--- src/rtl/motor_pwm_sequencer.sv ---
// Two-channel H-bridge PWM sequencer. Signed 8-bit drive commands are latched through a
// valid/ready shadow register, applied on PWM period boundaries, with dead time on reversal.
module motor_pwm_sequencer #(
    parameter int PRESCALE = 23,
    parameter int DEADTIME = 2
) (
    input  logic       clk,
    input  logic       reset,
    input  logic       cmd_valid,
    output logic       cmd_ready,
    input  logic [7:0] motor1_count,
    input  logic       motor1_sign,
    input  logic [7:0] motor2_count,
    input  logic       motor2_sign,
    output logic       enable12,
    output logic       enable34,
    output logic       a1,
    output logic       a2,
    output logic       a3,
    output logic       a4,
    output logic       period_start
);
    localparam int PW = (PRESCALE > 0) ? $clog2(PRESCALE + 1) : 1;

    typedef enum logic {
        ST_RUN  = 1'b0,
        ST_DEAD = 1'b1
    } ch_state_t;

    logic [PW-1:0]   presc_q, presc_d;
    logic [7:0]      pwm_cnt_q, pwm_cnt_d;
    logic            period_start_q, period_start_d;
    logic            pending_q, pending_d;
    logic [1:0][7:0] sh_duty_q, sh_duty_d;
    logic [1:0]      sh_sign_q, sh_sign_d;
    logic            tick, period_end, accept, transfer;
    logic [1:0]      en_w, pos_w, neg_w;

    assign tick       = (presc_q == PW'(PRESCALE));
    assign period_end = tick && (pwm_cnt_q == 8'd254);
    assign cmd_ready  = ~pending_q;
    assign accept     = cmd_valid && ~pending_q;
    // A command accepted on the boundary cycle is not yet pending, so it waits a full period.
    assign transfer   = period_end && pending_q;

    always_comb begin
        presc_d        = tick ? '0 : presc_q + PW'(1);
        pwm_cnt_d      = pwm_cnt_q;
        period_start_d = period_end;
        pending_d      = pending_q;
        sh_duty_d      = sh_duty_q;
        sh_sign_d      = sh_sign_q;
        if (tick) begin
            pwm_cnt_d = (pwm_cnt_q == 8'd254) ? 8'd0 : pwm_cnt_q + 8'd1;
        end
        if (transfer) begin
            pending_d = 1'b0;
        end
        if (accept) begin
            pending_d = 1'b1;
            sh_duty_d = {motor2_count, motor1_count};
            sh_sign_d = {motor2_sign, motor1_sign};
        end
    end

    always_ff @(posedge clk or posedge reset) begin
        if (reset) begin
            presc_q        <= '0;
            pwm_cnt_q      <= 8'd0;
            period_start_q <= 1'b0;
            pending_q      <= 1'b0;
            sh_duty_q      <= '0;
            sh_sign_q      <= '0;
        end else begin
            presc_q        <= presc_d;
            pwm_cnt_q      <= pwm_cnt_d;
            period_start_q <= period_start_d;
            pending_q      <= pending_d;
            sh_duty_q      <= sh_duty_d;
            sh_sign_q      <= sh_sign_d;
        end
    end

    genvar gi;
    generate
        for (gi = 0; gi < 2; gi++) begin : g_ch
            ch_state_t  state_q, state_d;
            logic [7:0] duty_q, duty_d, tgt_duty_q, tgt_duty_d;
            logic       sign_q, sign_d, tgt_sign_q, tgt_sign_d;
            logic       driven_q, driven_d;
            logic [3:0] dead_q, dead_d;
            logic       en_q, en_d, pos_q, pos_d, neg_q, neg_d;
            logic [7:0] new_duty;
            logic       new_sign;

            assign new_duty = sh_duty_q[gi];
            assign new_sign = sh_sign_q[gi];

            always_comb begin
                state_d    = state_q;
                duty_d     = duty_q;
                sign_d     = sign_q;
                tgt_duty_d = tgt_duty_q;
                tgt_sign_d = tgt_sign_q;
                driven_d   = driven_q;
                dead_d     = dead_q;
                if (transfer) begin
                    tgt_duty_d = new_duty;
                    tgt_sign_d = new_sign;
                    if (state_q == ST_RUN) begin
                        if (new_sign == sign_q || duty_q == 8'd0 || new_duty == 8'd0) begin
                            duty_d   = new_duty;
                            sign_d   = new_sign;
                            driven_d = 1'b1;
                        end else begin
                            state_d = ST_DEAD;
                            dead_d  = 4'(DEADTIME);
                        end
                    end else if (new_sign == sign_q || dead_q == 4'd1) begin
                        // Either a reversal was cancelled or the running timer just expired.
                        state_d  = ST_RUN;
                        duty_d   = new_duty;
                        sign_d   = new_sign;
                        driven_d = 1'b1;
                    end else begin
                        dead_d = dead_q - 4'd1;
                    end
                end else if (period_end && state_q == ST_DEAD) begin
                    if (dead_q == 4'd1) begin
                        state_d = ST_RUN;
                        duty_d  = tgt_duty_q;
                        sign_d  = tgt_sign_q;
                    end else begin
                        dead_d = dead_q - 4'd1;
                    end
                end
                en_d  = driven_q && (state_q == ST_RUN) && (pwm_cnt_q < duty_q);
                pos_d = driven_q & ~sign_q;
                neg_d = driven_q & sign_q;
            end

            always_ff @(posedge clk or posedge reset) begin
                if (reset) begin
                    state_q    <= ST_RUN;
                    duty_q     <= 8'd0;
                    sign_q     <= 1'b0;
                    tgt_duty_q <= 8'd0;
                    tgt_sign_q <= 1'b0;
                    driven_q   <= 1'b0;
                    dead_q     <= 4'd0;
                    en_q       <= 1'b0;
                    pos_q      <= 1'b0;
                    neg_q      <= 1'b0;
                end else begin
                    state_q    <= state_d;
                    duty_q     <= duty_d;
                    sign_q     <= sign_d;
                    tgt_duty_q <= tgt_duty_d;
                    tgt_sign_q <= tgt_sign_d;
                    driven_q   <= driven_d;
                    dead_q     <= dead_d;
                    en_q       <= en_d;
                    pos_q      <= pos_d;
                    neg_q      <= neg_d;
                end
            end

            assign en_w[gi]  = en_q;
            assign pos_w[gi] = pos_q;
            assign neg_w[gi] = neg_q;
        end
    endgenerate

    assign enable12     = en_w[0];
    assign enable34     = en_w[1];
    assign a1           = pos_w[0];
    assign a2           = neg_w[0];
    assign a3           = pos_w[1];
    assign a4           = neg_w[1];
    assign period_start = period_start_q;

endmodule

--- config.mk ---
export PLATFORM = sky130hd
export DESIGN_NAME = motor_pwm_sequencer
export DESIGN_NICKNAME = d
export VERILOG_FILES = /design/src/rtl/motor_pwm_sequencer.sv
export SDC_FILE = /design/constraint.sdc
export NUM_CORES = 1
export LEC_CHECK = 0
export ABC_AREA = 0
export BUFFER_PORTS_ARGS = -buffer_cell sky130_fd_sc_hd__buf_2
export CORE_MARGIN = 2
export CORE_UTILIZATION = 50
export CTS_BUF_LIST = sky130_fd_sc_hd__clkbuf_16
export DETAILED_ROUTE_END_ITERATION = 8
export PLACE_DENSITY = 0.68
export SLEW_MARGIN = 20
export SYNTH_ARGS = -nofsm -noshare
export SYNTH_HDL_FRONTEND = slang
export SYNTH_SLANG_ARGS = --single-unit
export TNS_END_PERCENT = 100
--- constraint.sdc ---
create_clock -name clk -period 8.1 [get_ports clk]
set_input_delay 1.215 -clock clk [delete_from_list [all_inputs] [get_ports clk]]
set_output_delay 1.215 -clock clk [all_outputs]
set_load 0.02 [all_outputs]
==> results of run 1 <==
[area by class of cell]
cell class,count,area share
tap,105,0.0279
multi-input combinational,241,0.393
clock buffer,9,0.0479
sequential,87,0.463
clock inverter,7,0.0138
timing repair buffer,29,0.0322
inverter,28,0.0226
[where the power goes]
group,total [W],switching (W),internal (W)
Sequential,0.000458,0.0000114,0.000446
Clock,0.000402,0.000165,0.000236
Combinational,0.0000327,0.0000167,0.0000160
[synth_stat cells, drive strengths merged]
library cell  number  area share
xnor2              2      0.0042
mux2i              3      0.0071
and4b              1      0.0024
o21a               2      0.0036
clkbuf             6      0.0056
o31ai              2      0.0036
or3                4      0.0059
o311a              1      0.0024
nand3             10       0.012
and2               4      0.0059
a311o              1      0.0024
o2bb2ai            1      0.0021
or4b               1      0.0024
buf                7       0.014
nand4              4      0.0074
o221ai             1      0.0021
dfrtp             87        0.52
nand2b             5      0.0074
or2                2      0.0030
a21o               7       0.012
or4                2      0.0053
o21bai             1      0.0018
a2111o             1      0.0027
a211oi             1      0.0018
o22ai              9       0.013
o211ai             1      0.0018
nor3               4      0.0059
inv               27       0.024
mux2              48        0.13
nor3b              3      0.0053
clkinv             1     0.00089
o21ai             17       0.020
ha                21       0.062
o41ai              2      0.0042
a31oi              5      0.0074
nor2b              4      0.0059
and3               1      0.0015
xor2               2      0.0042
nor4               9       0.013
a21oi             23       0.027
nand2             26       0.023
nor2               8      0.0071
nand4b             2      0.0056
[metal layers]
layer,track usage,vias up
met4,0.0619,0
li1,-,1379
met3,0.0525,12
met1,0.248,1420
met5,0,-
met2,0.314,67
[sequential cells by signal (all words and copies together) (netlist names)]
| register | flops |
|---|---|
| enable12 | 1 |
| period_start | 1 |
| a1 | 1 |
| g_ch.duty_q | 16 |
| sh_sign_q | 2 |
| g_ch.tgt_duty_q | 16 |
| enable34 | 1 |
| a2 | 1 |
| pending_q | 1 |
| g_ch.sign_q | 2 |
| g_ch.new_duty | 16 |
| a4 | 1 |
| a3 | 1 |
| g_ch.state_q | 2 |
| g_ch.driven_q | 2 |
| g_ch.tgt_sign_q | 2 |
| presc_q | 5 |
| pwm_cnt_q | 8 |
| g_ch.dead_q | 8 |
[through the flow]
| step | hold WS (ns) | power, W |
|---|---|---|
| final | 0.465 | 0.000892 |
| after global routing | 0.502 | 0.000927 |
| after CTS | 0.469 | 0.000905 |
| after detailed placement | 0.460 | 0.000499 |
| after global placement | 0.447 | 0.000498 |
| after floorplan | 0.433 | 0.000485 |
[worst max path at each step]
stage | startpoint | endpoint | cells past startpoint
global placement | cmd_valid | g_ch[0].new_duty[4]$_DFFE_PP0P_ | 3
detailed placement | cmd_valid | g_ch[1].new_duty[0]$_DFFE_PP0P_ | 3
finish | presc_q[0]$_DFF_PP0_ | g_ch[1].duty_q[5]$_DFFE_PP0P_ | 6
CTS | pwm_cnt_q[0]$_DFFE_PP0N_ | g_ch[0].sign_q$_DFFE_PP0P_ | 7
global route | presc_q[0]$_DFF_PP0_ | g_ch[1].duty_q[2]$_DFFE_PP0P_ | 6
floorplan | reset | a1$_DFF_PP0_ | 1
[cell families after synthesis]
kind of cell | Yosys count | share of synthesized area
and+or+nand+nor | 90 | 0.120
DFF | 87 | 0.517
AOI/OAI and AO/OA | 75 | 0.109
muxes | 51 | 0.139
buffers and inverters | 41 | 0.0443
adders and majority gates | 21 | 0.0624
xor gates and xnor gates | 4 | 0.00832
==> impl_metrics.ini, run 1 <==
[worst_setup_path]
rr_worst_depth = 6
crit_slowest_cell = or4_4
path_max_fanout = 27
crit_buf_inv = 0
worst_setup_path_end_kind = flip-flop
rr_endpoint = g_ch[1].duty_q[5]$_DFFE_PP0P_
critPathTopFamily = simple AND/OR/NAND/NOR gates
required_ns = 8.30
rrSetupSlack_ns = 5.47
path_class = flip-flop to flip-flop
crit_path_cell_trace = ha_1, nand4b_2, or4_4, a311o_1, o22ai_1, a21oi_1
cp_data_arrival_time_ns = 2.83
cpPeakStageDelay_ns = 0.76
cp-start-kind = flip-flop
r2r-start = presc_q[0]$_DFF_PP0_

[outcome]
status = finished clean

[global_route]
grt_max_degree = 88
grt_overflow = 0
grt_antenna_before_repair = 0
grt_pass1_wl_um = 13300
grt_pass1_vias = 2800
grt_usage = 0.191

[cells_and_area]
fin_cells = 506
fin_util = 0.576
final.fill_count = 727
multi_input_area_sq_um = 1850
seq_area_sq_um = 2180
layout_common_cells = dfrtp_1, mux2_2, buf_2
layout-drive-gt1-share = 0.252
final_area_sq_um = 4710
n_antenna_cell = 0
layout_commonest_cell = dfrtp_1
finalNetCount = 438
area_growth_pct = 11.8

[timing]
rsz0062_at_grt = no
worst_pin_slew_ns = 1.01
min_period_over_period = 0.325
skew_ns = 0.00774
fin_crit_ns = 2.63
tns_ns = 0
finalSetupViolations = 0
fmax_mhz = 380
hold_viol_final = 0
slew_violations = 0
setup_slack_ns = 5.47
slew-limit-headroom = 0.324

[floorplanning]
die_y_um = 95.8
dieArea_sq_um = 9170
core_area_sq_um = 8180
io_pins = 29
rows = 33
start_util = 0.515
die_w_um = 95.8

[hold_path]
holdPathStages = 1
hold_class = flip-flop to flip-flop
hold_end = presc_q[0]$_DFF_PP0_
min_from = presc_q[0]$_DFF_PP0_

[detailed_routing]
met3_length_um = 322
top_layer = met4
first_iter_violations = 129
wl_met1_um = 3690
drc = 0
routed_via_density = 5.69
dr_wl_met2_um = 3710
wl_per_cell_um = 15.5
wl_um = 7840
final_antenna_net_count = 0
vias = 2878
drtPass1Iterations = 7

[synth]
synth_area_per_cell_sq_um = 11.4
yosysUniqueCellTypes = 51
synth_nets = 411
netlist_instances = 369
syn_area_sq_um = 4210
yosys_warnings = 0
yosysSeqAreaShare = 0.517
ys_seq_elements = 87

[clock_network]
cts-root-buf = clkbuf_16
cts_tree = done
clock_latency_ns = 0.34
cts_setup_buffers = 0
cts_hold_buf = 0
cts_resized = 0
cts.sinks = 87
htree_levels = 3
clkTransAtPathRegs_ns = 0.06
cts_buffers = 9
ctsLongestPathBuffers = 2

[placement]
portBuffers = 28
place.gp.congestion = 0.724
place_area_sq_um = 4410
dp_hpwl_um = 5360
dp_slack_ns = 5.39
place_inst = 490

[power]
leakage_nw = 2.24
ir_drop_mv = 0.125
power-per-cell-area_nw_per_um2 = 190

[flow_run]
drv_cap = 0
(Power assumes the default switching activity.)
==> inputs of run 2 (changes only) <==
- clock period: 8.1 -> 2.5 ns (I/O delays scaled with it)
==> run 2 against run 1 <==
  * Sequential share of layout area is 0.88 points lower
  * Critical path depth stayed put
  * Non-clock buffer count is 13 higher
  * Wire length is 8.6% higher
  * Critical endpoint is now g_ch[1].duty_q[6]$_DFFE_PP0P_
  * Total power grew to 3.2 times the previous value
  * Maximum frequency is 9.8% higher
  * Core utilization is 1.1 points higher
  * Global-route usage is 1.3 points higher
  * Clock power grew to 3.1 times the previous value
  * Sequential power grew to 3.3 times the previous value
  * Cell count is 2.6% higher
  * Largest power group unchanged
  * Count of clock-buffer cells in the layout stayed put
==> impl_metrics.ini, run 2 (synthesized netlist as in run 1, its figures left out) <==
[worst_setup_path]
rr_worst_depth = 6
r2r-start = presc_q[0]$_DFF_PP0_
path_class = flip-flop to flip-flop
rrSetupSlack_ns = 0.10
required_ns = 2.69
path_max_fanout = 12
cp_data_arrival_time_ns = 2.59
worst_setup_path_end_kind = flip-flop
rr_endpoint = g_ch[1].duty_q[6]$_DFFE_PP0P_
cp-start-kind = flip-flop

[cells_and_area]
area_growth_pct = 13.9
fin_cells = 519
multi_input_area_sq_um = 1850
seq_area_sq_um = 2180
layout-drive-gt1-share = 0.273
layout_common_cells = dfrtp_1, mux2_2, buf_2
n_antenna_cell = 0
layout_commonest_cell = dfrtp_1
finalNetCount = 451
final.fill_count = 713
fin_util = 0.587
final_area_sq_um = 4800

[global_route]
grt_pass1_wl_um = 14200
grt_max_degree = 49
grt_usage = 0.204
grt_pass1_vias = 2926
grt_overflow = 0
grt_antenna_before_repair = 0

[clock_network]
clkTransAtPathRegs_ns = 0.07
clock_latency_ns = 0.34
cts_buffers = 9
cts-root-buf = clkbuf_16
ctsLongestPathBuffers = 2
cts.sinks = 87
cts_tree = done
cts_resized = 0
htree_levels = 3

[placement]
place_area_sq_um = 4520
place_inst = 503
dp_hpwl_um = 6120
portBuffers = 28
place.gp.congestion = 0.838

[timing]
hold_viol_final = 0
rsz0062_at_grt = no
slew_violations = 0
worst_pin_slew_ns = 0.645
fmax_mhz = 417
slew-limit-headroom = 0.567
tns_ns = 0
skew_ns = 0.0117
finalSetupViolations = 0
fin_crit_ns = 2.40
min_period_over_period = 0.959

[floorplanning]
rows = 33
die_w_um = 95.8
start_util = 0.515
io_pins = 29
die_y_um = 95.8
core_area_sq_um = 8180
dieArea_sq_um = 9170

[detailed_routing]
drtPass1Iterations = 4
vias = 2952
final_antenna_net_count = 0
first_iter_violations = 133
wl_um = 8510
routed_via_density = 5.69
wl_per_cell_um = 16.4
drc = 0

[outcome]
status = finished clean

[power]
ir_drop_mv = 0.385
power-per-cell-area_nw_per_um2 = 593
leakage_nw = 2.28
power_w = 0.00284

[flow_run]
drv_cap = 0

[hold_path]
hold_class = primary input to async pin
==> run 2: cell types whose count changed in the layout (fill, tap and decap cells not counted), moves of 2 or more <==
cell	delta
buf_4	+13
clkinv_2	-4
inv_6	+2
clkinvlp_4	+3
clkinv_1	+2
==> run 2: layer usage <==
layer,track usage,share of wire
met4,0.0464,0.0047
met1,0.258,0.46
met2,0.353,0.50
met5,0,0
met3,0.0525,0.029
==> run 2: area by class of cell <==
cell class | count | area share
inverters | 28 | 0.0227
clock inverters | 7 | 0.00991
multi-input cells | 241 | 0.385
well taps | 105 | 0.0274
repair buffers | 42 | 0.0537
flip-flops and latches | 87 | 0.454
clock buffers | 9 | 0.0469
==> run 2: worst max-delay path by stage <==
stage / from / endpoint / slack (ns) / cells past startpoint
after floorplan: presc_q[0]$_DFF_PP0_ / g_ch[0].duty_q[0]$_DFFE_PP0P_ / 0.30 / 7
after global placement: pwm_cnt_q[0]$_DFFE_PP0N_ / g_ch[1].duty_q[5]$_DFFE_PP0P_ / 0.25 / 7
after detailed placement: pwm_cnt_q[0]$_DFFE_PP0N_ / g_ch[0].dead_q[2]$_DFFE_PP0P_ / 0.14 / 7
after CTS: pwm_cnt_q[0]$_DFFE_PP0N_ / g_ch[0].dead_q[2]$_DFFE_PP0P_ / 0.09 / 7
after global routing: presc_q[0]$_DFF_PP0_ / g_ch[0].dead_q[2]$_DFFE_PP0P_ / 0.01 / 6
final: presc_q[0]$_DFF_PP0_ / g_ch[1].duty_q[6]$_DFFE_PP0P_ / 0.10 / 6
==> run 2: timing repair <==
action	4_1_cts	5_1_grt
hold buffers	0	0
buffers inserted	0	0
endpoints found under the setup margin	0	6
==> run 2: stage by stage <==
stage,hold slack (ns),setup slack (ns)
2_1_floorplan,0.433,0.301
3_3_place_gp,0.423,0.254
3_5_place_dp,0.423,0.137
4_1_cts,0.0638,0.0945
5_1_grt,0.0811,0.0134
6_report,0.0501,0.103
==> run 2: critical path: stages, from the launching register on <==
cell	delay (ns)
dfrtp_1	0.37
ha_1	0.27
nand4b_2	0.18
or4_4	0.63
or3_1	0.54
o22ai_1	0.21
a21oi_1	0.06
==> run 2: report_power, final <==
part / internal, W / leakage [nW] / total [W] / switching [W]
Clock: 0.000674 / 0.124 / 0.00125 / 0.000573
Sequential: 0.00145 / 1.17 / 0.00149 / 0.0000411
Combinational: 0.0000548 / 0.988 / 0.000111 / 0.0000563
==> inputs of run 3 (changes only) <==
- CORE_UTILIZATION: 50 -> 55
- PLACE_DENSITY: 0.68 -> 0.74
==> run 3 against run 2 <==
  * Largest power group is now the clock network
  * Non-clock buffer count shrank 2
  * Cell count is 1.5% lower
  * First-iteration DRC count grew 3.8%
  * Sequential share of layout area decreased by 0.46 points
  * Clock power increased by 23%
  * Sequential power hardly changed
==> impl_metrics.ini, run 3 (synthesized netlist as in run 1, its figures left out) <==
[clock_network]
cts.sinks = 87
htree_levels = 3
cts_setup_buffers = 0
cts_resized = 0
cts-root-buf = clkbuf_16
clock_latency_ns = 0.34
ctsLongestPathBuffers = 2
cts_hold_buf = 0
cts_tree = done
cts_buffers = 9
clkTransAtPathRegs_ns = 0.06

[power]
ir_drop_mv = 0.565
power-per-cell-area_nw_per_um2 = 647
leakage_nw = 2.31

[floorplanning]
start_util = 0.574
die_w_um = 91.5
io_pins = 29
die_y_um = 91.5
rows = 31
core_area_sq_um = 7330
dieArea_sq_um = 8370

[outcome]
status = finished clean

[timing]
setup_slack_ns = 0.113
tns_ns = 0
min_period_over_period = 0.955
worst_pin_slew_ns = 0.682
skew_ns = 0.00526
slew_violations = 0
slew-limit-headroom = 0.542
fin_crit_ns = 2.39
finalSetupViolations = 0
whs_ns = 0.165
fmax_mhz = 419
rsz0062_at_grt = no
hold_viol_final = 0

[cells_and_area]
fin_cells = 511
layout-drive-gt1-share = 0.272
area_growth_pct = 15.1
layout_common_cells = dfrtp_1, mux2_2, buf_2
layout_commonest_cell = dfrtp_1
n_antenna_cell = 0
final.fill_count = 564
finalNetCount = 449
final_area_sq_um = 4850

[detailed_routing]
vias = 2928
drc = 0
final_antenna_net_count = 0
drtPass1Iterations = 4
wl_per_cell_um = 16.5
routed_via_density = 5.73
first_iter_violations = 138
wl_um = 8430

[worst_setup_path]
cp_data_arrival_time_ns = 2.65
cpPeakStageDelay_ns = 0.62
worst_setup_path_end_kind = flip-flop
crit_path_cell_trace = inv_1, ha_1, nand2_1, or4_4, or4b_1, o311a_1, nor3_2
crit_slowest_cell = or4_4
path_class = flip-flop to flip-flop
required_ns = 2.76
path_max_fanout = 12
cp-start-kind = flip-flop

[placement]
place_inst = 495
place.gp.congestion = 0.809
place_area_sq_um = 4500
dp_hpwl_um = 5860
dp_slack_ns = 0.143
portBuffers = 28

[global_route]
grt_pass1_vias = 3065
grt_pass1_wl_um = 14400
grt_antenna_before_repair = 0
grt_max_degree = 88
grt_overflow = 0
grt_usage = 0.219

[hold_path]
hold_class = primary input to async pin

[flow_run]
drv_cap = 0
-- run 3: per-stage QoR --
step | total power, W | util
2_1_floorplan | 0.00157 | -
3_3_place_gp | 0.00162 | 0.614
3_5_place_dp | 0.00162 | 0.614
4_1_cts | 0.00317 | 0.661
5_1_grt | 0.00323 | 0.661
6_report | 0.00314 | 0.661
-- run 3: final timing paths --
kind                                                endpoint  depth (start not counted)  slack [ns]                      from
setup / recovery               g_ch[0].dead_q[2]$_DFFE_PP0P_                          7        0.11  pwm_cnt_q[0]$_DFFE_PP0N_
hold / removal             g_ch[0].tgt_duty_q[7]$_DFFE_PP0P_                          3        0.17                     reset
setup reg to reg               g_ch[0].dead_q[2]$_DFFE_PP0P_                          7        0.11  pwm_cnt_q[0]$_DFFE_PP0N_
hold reg to reg                         presc_q[0]$_DFF_PP0_                          1        0.47      presc_q[0]$_DFF_PP0_
max in group asynchronous      g_ch[1].duty_q[7]$_DFFE_PP0P_                          3        2.00                     reset
min in group clk             g_ch[0].new_duty[7]$_DFFE_PP0P_                          2        0.26           motor1_count[7]
-- run 3: cell type report --
cell class | count | area [sq um] | area share
Tap cell | 99 | 124 | 0.0256
Clock inverter | 7 | 119 | 0.0245
Multi-Input combinational cell | 241 | 1850 | 0.382
Timing Repair Buffer | 40 | 243 | 0.0501
Sequential cell | 87 | 2180 | 0.449
Inverter | 28 | 109 | 0.0225
Clock buffer | 9 | 225 | 0.0465
-- run 3: power breakdown --
part / switching, W / internal, W / leakage [nW] / total, W
clock network: 0.000564 / 0.000980 / 0.164 / 0.00154
logic: 0.0000567 / 0.0000539 / 0.978 / 0.000111
registers: 0.0000367 / 0.00145 / 1.17 / 0.00148
total: 0.000657 / 0.00248 / 2.31 / 0.00314
-- run 3: critical path, delay by kind of cell (launching register included) --
| family | cells | cell delay, ns |
|---|---|---|
| adders and majority gates | 1 | 0.17 |
| buffers and inverters | 1 | 0.10 |
| DFF | 1 | 0.43 |
| and+or+nand+nor | 4 | 1.43 |
| AOI/OAI and AO/OA | 1 | 0.17 |
-- run 3: metal layers --
| layer | GRT usage | share of wire | vias to the layer above |
|---|---|---|---|
| met4 | 0.0770 | 0.016 | 0 |
| met5 | 0 | 0 | - |
| met2 | 0.369 | 0.51 | 62 |
| met3 | 0.0564 | 0.040 | 12 |
| met1 | 0.273 | 0.43 | 1454 |
| li1 | - | - | 1400 |
